==> config.mk <==
export PLATFORM = sky130hd
export DESIGN_NAME = cmd_fetch
export DESIGN_NICKNAME = d
export VERILOG_FILES = /design/src/rtl/cmd_fetch.sv
export SDC_FILE = /design/constraint.sdc
export NUM_CORES = 1
export LEC_CHECK = 0
export ABC_CLOCK_PERIOD_IN_PS = 6700
export CAP_MARGIN = 20
export CORE_MARGIN = 5
export CORE_UTILIZATION = 40
export CTS_CLUSTER_DIAMETER = 80
export DETAILED_ROUTE_END_ITERATION = 16
export SLEW_MARGIN = 20
export SYNTH_ARGS = -nofsm -noshare
export SYNTH_HDL_FRONTEND = slang
export SYNTH_SLANG_ARGS = --single-unit
==> constraint.sdc <==
create_clock -name clk_i -period 6.7 [get_ports clk_i]
set_input_delay 1.34 -clock clk_i [delete_from_list [all_inputs] [get_ports clk_i]]
set_output_delay 1.34 -clock clk_i [all_outputs]
set_load 0.01 [all_outputs]
==> src/rtl/cmd_fetch.sv <==
// Instruction fetch stage: prefetches 64-bit words into a small FIFO and presents them
// half by half on dc_o/tkk_o. Define FETCH_BYPASS_EN to let an ack load dc_o directly.
module cmd_fetch #(
    parameter int unsigned AW    = 20,
    parameter int unsigned DEPTH = 2
) (
    input  logic          clk_i,
    input  logic          rst_ni,
    output logic          mem_req_o,
    output logic [AW-1:0] mem_addr_o,
    input  logic          mem_ack_i,
    input  logic [63:0]   mem_rdata_i,
    input  logic          jump_i,
    input  logic [AW-1:0] jump_addr_i,
    input  logic          jump_right_i,
    input  logic          advance_i,
    output logic [63:0]   dc_o,
    output logic          tkk_o,
    output logic          valid_o,
    output logic [AW-1:0] pc_o
);

    localparam int unsigned PtrW = (DEPTH > 1) ? $clog2(DEPTH) : 1;
    localparam int unsigned CntW = $clog2(DEPTH + 1);

    // FIFO storage and pointers
    logic [AW+63:0]   fifo_q [DEPTH];
    logic [PtrW-1:0]  wr_ptr_q, wr_ptr_d, rd_ptr_q, rd_ptr_d;
    logic [CntW-1:0]  cnt_q, cnt_d;

    // Request side
    logic             req_q, req_d;
    logic [AW-1:0]    addr_q, addr_d;
    logic [AW-1:0]    fptr_q, fptr_d;
    logic             discard_q, discard_d;
    logic             started_q, started_d;

    // Presentation register
    logic [63:0]      dc_q, dc_d;
    logic [AW-1:0]    pc_q, pc_d;
    logic             tkk_q, tkk_d;
    logic             valid_q, valid_d;

    logic             ack, hold, push, pop, bypass_load, need_word, fifo_empty, issue;
    logic [AW-1:0]    next_ptr;
    logic [AW+63:0]   head;

    function automatic logic [PtrW-1:0] ptr_inc(input logic [PtrW-1:0] p);
        if (p == PtrW'(DEPTH - 1)) begin
            return '0;
        end
        return p + 1'b1;
    endfunction

    always_comb begin
        ack         = req_q & mem_ack_i;
        hold        = req_q & ~mem_ack_i;
        fifo_empty  = (cnt_q == '0);
        head        = fifo_q[rd_ptr_q];
        bypass_load = 1'b0;
`ifdef FETCH_BYPASS_EN
        bypass_load = ~jump_i & ~valid_q & fifo_empty & ack & ~discard_q;
`else
        bypass_load = 1'b0;
`endif
        // Acked data is dropped when discarding a stale request or on a coincident jump.
        push      = ack & ~discard_q & ~jump_i & ~bypass_load;
        need_word = ~valid_q | (advance_i & tkk_q);
        pop       = ~jump_i & need_word & ~fifo_empty;
    end

    // FIFO bookkeeping
    always_comb begin
        wr_ptr_d = wr_ptr_q;
        rd_ptr_d = rd_ptr_q;
        cnt_d    = cnt_q;
        if (jump_i) begin
            wr_ptr_d = '0;
            rd_ptr_d = '0;
            cnt_d    = '0;
        end else begin
            if (push) wr_ptr_d = ptr_inc(wr_ptr_q);
            if (pop)  rd_ptr_d = ptr_inc(rd_ptr_q);
            cnt_d = cnt_q + CntW'(push) - CntW'(pop);
        end
    end

    // Request sequencing: at most one request outstanding, occupancy bounded by DEPTH
    always_comb begin
        started_d = started_q | jump_i;
        next_ptr  = jump_i ? jump_addr_i : fptr_q;
        issue     = started_d & ~hold & (cnt_d < CntW'(DEPTH));
        req_d     = hold | issue;
        addr_d    = issue ? next_ptr : addr_q;
        fptr_d    = issue ? next_ptr + AW'(1) : next_ptr;
        discard_d = discard_q;
        if (jump_i && hold) begin
            discard_d = 1'b1;
        end else if (ack) begin
            discard_d = 1'b0;
        end
    end

    // Presentation: left half, right half, then the next word
    always_comb begin
        dc_d    = dc_q;
        pc_d    = pc_q;
        tkk_d   = tkk_q;
        valid_d = valid_q;
        if (jump_i) begin
            valid_d = 1'b0;
            tkk_d   = jump_right_i;
        end else if (!valid_q) begin
            if (pop) begin
                dc_d    = head[63:0];
                pc_d    = head[AW+63:64];
                valid_d = 1'b1;
            end else if (bypass_load) begin
                dc_d    = mem_rdata_i;
                pc_d    = addr_q;
                valid_d = 1'b1;
            end
        end else if (advance_i) begin
            if (!tkk_q) begin
                tkk_d = 1'b1;
            end else begin
                tkk_d = 1'b0;
                if (pop) begin
                    dc_d = head[63:0];
                    pc_d = head[AW+63:64];
                end else begin
                    valid_d = 1'b0;
                end
            end
        end
    end

    always_ff @(posedge clk_i) begin
        if (push) begin
            fifo_q[wr_ptr_q] <= {addr_q, mem_rdata_i};
        end
    end

    always_ff @(posedge clk_i or negedge rst_ni) begin
        if (!rst_ni) begin
            wr_ptr_q  <= '0;
            rd_ptr_q  <= '0;
            cnt_q     <= '0;
            req_q     <= 1'b0;
            addr_q    <= '0;
            fptr_q    <= '0;
            discard_q <= 1'b0;
            started_q <= 1'b0;
            dc_q      <= '0;
            pc_q      <= '0;
            tkk_q     <= 1'b0;
            valid_q   <= 1'b0;
        end else begin
            wr_ptr_q  <= wr_ptr_d;
            rd_ptr_q  <= rd_ptr_d;
            cnt_q     <= cnt_d;
            req_q     <= req_d;
            addr_q    <= addr_d;
            fptr_q    <= fptr_d;
            discard_q <= discard_d;
            started_q <= started_d;
            dc_q      <= dc_d;
            pc_q      <= pc_d;
            tkk_q     <= tkk_d;
            valid_q   <= valid_d;
        end
    end

    assign mem_req_o  = req_q;
    assign mem_addr_o = addr_q;
    assign dc_o       = dc_q;
    assign pc_o       = pc_q;
    assign tkk_o      = tkk_q;
    assign valid_o    = valid_q;

endmodule

Yosys cells after proc, flatten, opt, wreduce, memory -nomap -nowiden
Memories as Yosys holds them, arrays and structs flattened.
Cells that the tools add are included.
- register bits after elaboration: 133
- memory bits (writable): 168
- bits of input ports: 90
- memories kept: 1
- add/subtract/negate cells: 5
- order comparisons: 1
- eq/ne operators: 2
- multiplexer cells: 38
- bitwise logic cells: 18
- reductions and logical operators: 9
- memories (memory ; depth ; width ; read ports ; clocked after memory_dff ; write ports ; RTL line ; RTL):
    fifo_q ; 2 ; 84 ; 1 ; 0 ; 1 ; 27 ; logic [AW+63:0] fifo_q [DEPTH];
- operator list (kind ; count):
    64-bit two-way mux ; 4
    20-bit two-way mux ; 6
    1-bit two-way mux ; 27
    20-bit by 1-bit adder with 20-bit output, second input constant ; 1
    2-bit nonzero test ; 5
    1-bit AND ; 9
    1-bit inverter ; 6
    2-bit inequality test, second input constant ; 2
    1-bit bitwise OR ; 3
    3-bit AND reduction ; 1
    1-bit adder, second input constant ; 2
    2-bit by 1-bit adder with 2-bit output ; 1
    2-bit zero test ; 1
    2-bit less-than comparator, second input constant ; 1
    2-bit two-way mux ; 1
    2-bit AND reduction ; 1
    2-bit by 1-bit subtractor with 2-bit output ; 1
    1-bit logical AND ; 1

Logic depth before layout (Yosys ltp)
- word-level depth: 9
- gate-level depth with buffers: 15

Worst setup path after synthesis
No wires, ideal clock.
- path kind: input-to-reg
- start: in jump_i
- end: mem fifo_q[0][0] (netlist name) (enable)
- arrival time: 5.824 ns
- required time: 6.173 ns
- setup slack: 0.349 ns
- cell stages on the path: 6
- buffers on the path: 4
- cell sequence: buf_6 -> buf_6 -> buf_6 -> buf_2 -> or3_1 -> nor2_1
- cells in the longest elaborated chain, start to end: 4
- RTL lines (what ; RTL line ; RTL):
    from (decl) ; 13 ; input logic jump_i,
    1-bit inverter (no line) ; n/a ;
    1-bit AND ; 67 ; push = ack & ~discard_q & ~jump_i & ~bypass_load;
    1-bit two-way mux ; 139 ; if (push) begin
    1-bit two-way mux (not written as such) ; 140 ; fifo_q[wr_ptr_q] <= {addr_q, mem_rdata_i};
    to (decl) ; 27 ;
No other way between the ends.

Final worst setup path
- start: in mem_ack_i
- end: reg fptr_q[6]
- cells in the longest elaborated chain, start to end: 9
- elaborated cells between the ends (all ways): 13
- RTL lines (what ; RTL line ; RTL):
    from (decl) ; 11 ; input logic mem_ack_i,
    1-bit AND ; 56 ; ack = req_q & mem_ack_i;
    1-bit AND (2 in a row) ; 67 ;
    2-bit by 1-bit adder with 2-bit output ; 84 ; cnt_d = cnt_q + CntW'(push) - CntW'(pop);
    2-bit by 1-bit subtractor with 2-bit output ; 84 ;
    2-bit two-way mux ; 77 ; if (jump_i) begin
    2-bit less-than comparator ; 92 ; issue = started_d & ~hold & (cnt_d < CntW'(DEPTH));
    1-bit AND * ; 92 ;
    20-bit two-way mux * ; 95 ; fptr_d = issue ? next_ptr + AW'(1) : next_ptr;
    net fptr_d[6] ; 34 ; logic [AW-1:0] fptr_q, fptr_d;
    to (signal assigned) ; 164 ; fptr_q <= fptr_d;
    to (decl) ; 34 ;
Mark *: on every way through the listed nets, which the timed path passes. The rest lies on a longest branch.
A chain may end at the register's enable or synchronous reset.

==> metrics.md <==
| Metric | Value |
|---|---|
| Multiplexer share of the synthesized area | 0.0924 |
| Combinational family with the most area after synthesis | multiplexers |
| I/O pin total | 197 |
| PostCTS Resize Cnt | 0 |
| Number of synthesized flops with an enable pin | 168 |
| Final clock skew | 0.00785 ns |
| PD cells | approximately 420 nW/um2 |
| Starting Density | 0.406 |
| H-tree levels | 1 |
| Worst skew pair latency | approximately 0.54 ns |
| CP Capture Type | register |
| CP peak stage delay | approximately 0.52 ns |
| Total of max-cap violations | 0 |
| Synth Area per Inst | about 15 um2 |
| Die area | roughly 32000 um2 |
| Most common cell after layout, fill and taps aside | clkdlybuf4s50_1 |
| Total gr overflow | 0 |
| Vias in the first global route | 6604 |
| Simple-gate share of the synthesized area | 0.0638 |
| Endpoints failing setup | 0 |
| Worst path required time | 7.10 ns |
| CTS Buf Count | 31 |
| CP Class | in2reg |
| Core Box Area | roughly 28000 um2 |
| Total number of yosys warnings | 0 |
| WP data arrival | between 4 and 5 ns |
| Max-slew violations | 0 |
| Worst IR Drop VDD | between 0.2 and 0.25 mV |
| CP cell instances | clkdlybuf4s50_1, nand2_1, or3_1, ha_1, inv_1, ha_1, xnor3_1, o211ai_4, buf_4, nor3b_1, xnor2_1, mux2i_1 |
| Clock Pin Slew Worst Setup and Hold Paths | 0.06 ns |
| Post-synthesis xor/xnor area fraction | 0.0191 |
| Pre-antenna DRT Iters | 4 |
| Max Clock Freq | around 240 MHz |
| Standby leakage power | about 0.0053 uW |
| Netlist cell types | 36 |
| Async set-reset flop share out of synthesis | 0.442 |
| Post-route DRC | 0 |
| Via/cell ratio | around 4.8 |
| Sequential area share after synthesis | 0.743 |
| Final period util | 0.617 |
| Area growth, synth to finish | 29.4% |
| CP max stage cell | clkdlybuf4s50_1 |
| Starting DRT DRC Count | ~450 |
| Via count | roughly 6600 |
| # Post-CTS Setup Buffers | 0 |
| Final RePlAce weighted congestion | ~0.75 |
| Die height | 178 um |
| Pin count of the biggest net entering global routing | between 90 and 100 |
| HPWL Detailed | roughly 15 mm |
| Min cycle time layout | 4.13 ns |
| Setup TNS | 0 ns |
| Initial antenna violation count | 1 |
| Syn nets | approximately 860 |
| Share of cells above drive strength 1 | 0.0678 |
| CTS tree | done |
| Top_reg_cell synth | edfxtp_1 |
| Total global-route track usage | 0.147 |
| Global-route wire length before repair | around 37 mm |
| N_diodes | 0 |
| Per-cell routed wire length | about 17 um |
| Hold_buf cts | 0 |
| Max Buffers Root-to-Sink | 3 |
| Startpoint Class | primary input |
| Final ANT Viol Nets | 0 |
| Total power | between 6000 and 7000 uW |
| Sink Count | ~300 |
| Outcome | completed |
| Worst hold path class | reg2reg |
| Synth Area in Compound Gates | 0.0588 |
| Slew @ Worst Pin | about 0.93 ns |
| Final WL | approximately 23 mm |
| Rel. slew slack | 0.377 |
| PortBufs | 196 |
| Syn Std Cell Area | ~11000 um2 |
| Most frequent CP cell | ha_1 |
| CTS root buf | clkbuf_16 |
| RSZ-0062 raised after global routing | false |
| Fin nets | between 1000 and 1500 |
| Most frequent cells in the layout | 194 x clkdlybuf4s50_1, 168 x edfxtp_1, 132 x dfrtp_1 |
| Post-synthesis cell count | between 700 and 800 |
| Row count | ~60 |
| Post-Synth Adder-Cell Area | 0.00333 |
| FF+latch count, synth | around 300 |
| CP Max Fanout | 29 |
| Die Wd | about 180 um |
| Final Hold Vio Count | 0 |
-- through the flow --
stage	setup WS [ns]	hold WS, ns	util	cells	area [um2]
2_1_floorplan	0.349	0.442	-	763	11300
3_3_place_gp	2.08	0.508	0.490	1308	13600
3_5_place_dp	2.00	0.503	0.490	1308	13600
4_1_cts	2.58	0.517	0.525	1366	14600
5_1_grt	2.36	0.542	0.525	1366	14600
6_report	2.57	0.511	0.525	1366	14600
-- cells by family after synthesis --
logic type | count (synthesis)
flops | 301
simple gates | 159
compound gates | 125
mux | 104
buf+inv | 48
xor+xnor | 23
fa+ha+maj | 3
-- sequential cells by signal, indices dropped and copies added (netlist names), 2 cells and up --
signal	flops
cnt_q	2
dc_o	64
fifo_q	168
fptr_q	20
mem_addr_o	20
pc_o	20
-- power breakdown --
| part | internal (uW) | switching, uW | leakage, uW | total (uW) |
|---|---|---|---|---|
| Clock | 922 | 677 | 0.000478 | 1600 |
| Combinational | 946 | 881 | 0.00174 | 1830 |
| Sequential | 2450 | 315 | 0.00304 | 2760 |
| Total | 4320 | 1870 | 0.00526 | 6190 |
-- Yosys cell counts, types with 5 or more instances --
master / n / share of area
nand3_1: 5 / 0.0022
o21ai_0: 24 / 0.011
dfrtp_1: 133 / 0.30
xnor2_1: 13 / 0.010
clkbuf_1: 15 / 0.0050
a21oi_1: 94 / 0.042
buf_1: 5 / 0.0017
buf_2: 16 / 0.0071
edfxtp_1: 168 / 0.45
xor2_1: 9 / 0.0070
nor2_1: 93 / 0.031
nand2_1: 35 / 0.012
mux2i_1: 104 / 0.092
inv_1: 9 / 0.0030
-- layout make-up --
cell class	instances	area, um2
multi-input cells	414	2710
well taps	378	473
flip-flops and latches	301	8380
clock buffers	41	843
fillers	2386	13200
clock inverters	17	115
repair buffers	206	2040
inverters	9	33.8
-- critical path: cells and delay by family --
family	cells	cell delay (ns)
mux	1	0.10
fa+ha+maj	2	0.51
xor+xnor	2	0.55
compound gates	1	0.48
simple gates	3	0.61
buf+inv	3	0.94
-- final timing paths --
path	start	to	slack [ns]	cells after the start
min	mem_addr_o[0]$_DFFE_PN0P_	fifo_q[1][64]$_DFFE_PP_	0.51	0
max	mem_ack_i	fptr_q[6]$_DFF_PN0_	2.57	12
max in group asynchronous	rst_ni	mem_addr_o[17]$_DFFE_PN0P_	4.75	2
min in group asynchronous	rst_ni	dc_o[16]$_DFFE_PN0P_	0.80	1
max reg2reg	mem_req_o$_DFF_PN0_	fptr_q[6]$_DFF_PN0_	3.46	11
min reg2reg	mem_addr_o[0]$_DFFE_PN0P_	fifo_q[1][64]$_DFFE_PP_	0.51	0
-- per-layer routing --
layer,vias to the layer above,global-route usage,share of wire
met5,-,0,0.00055
met4,2,0.0322,0.016
li1,3162,-,-
met3,30,0.0349,0.069
met1,3189,0.215,0.47
met2,175,0.226,0.45
Power figures use the tool's default switching activity.
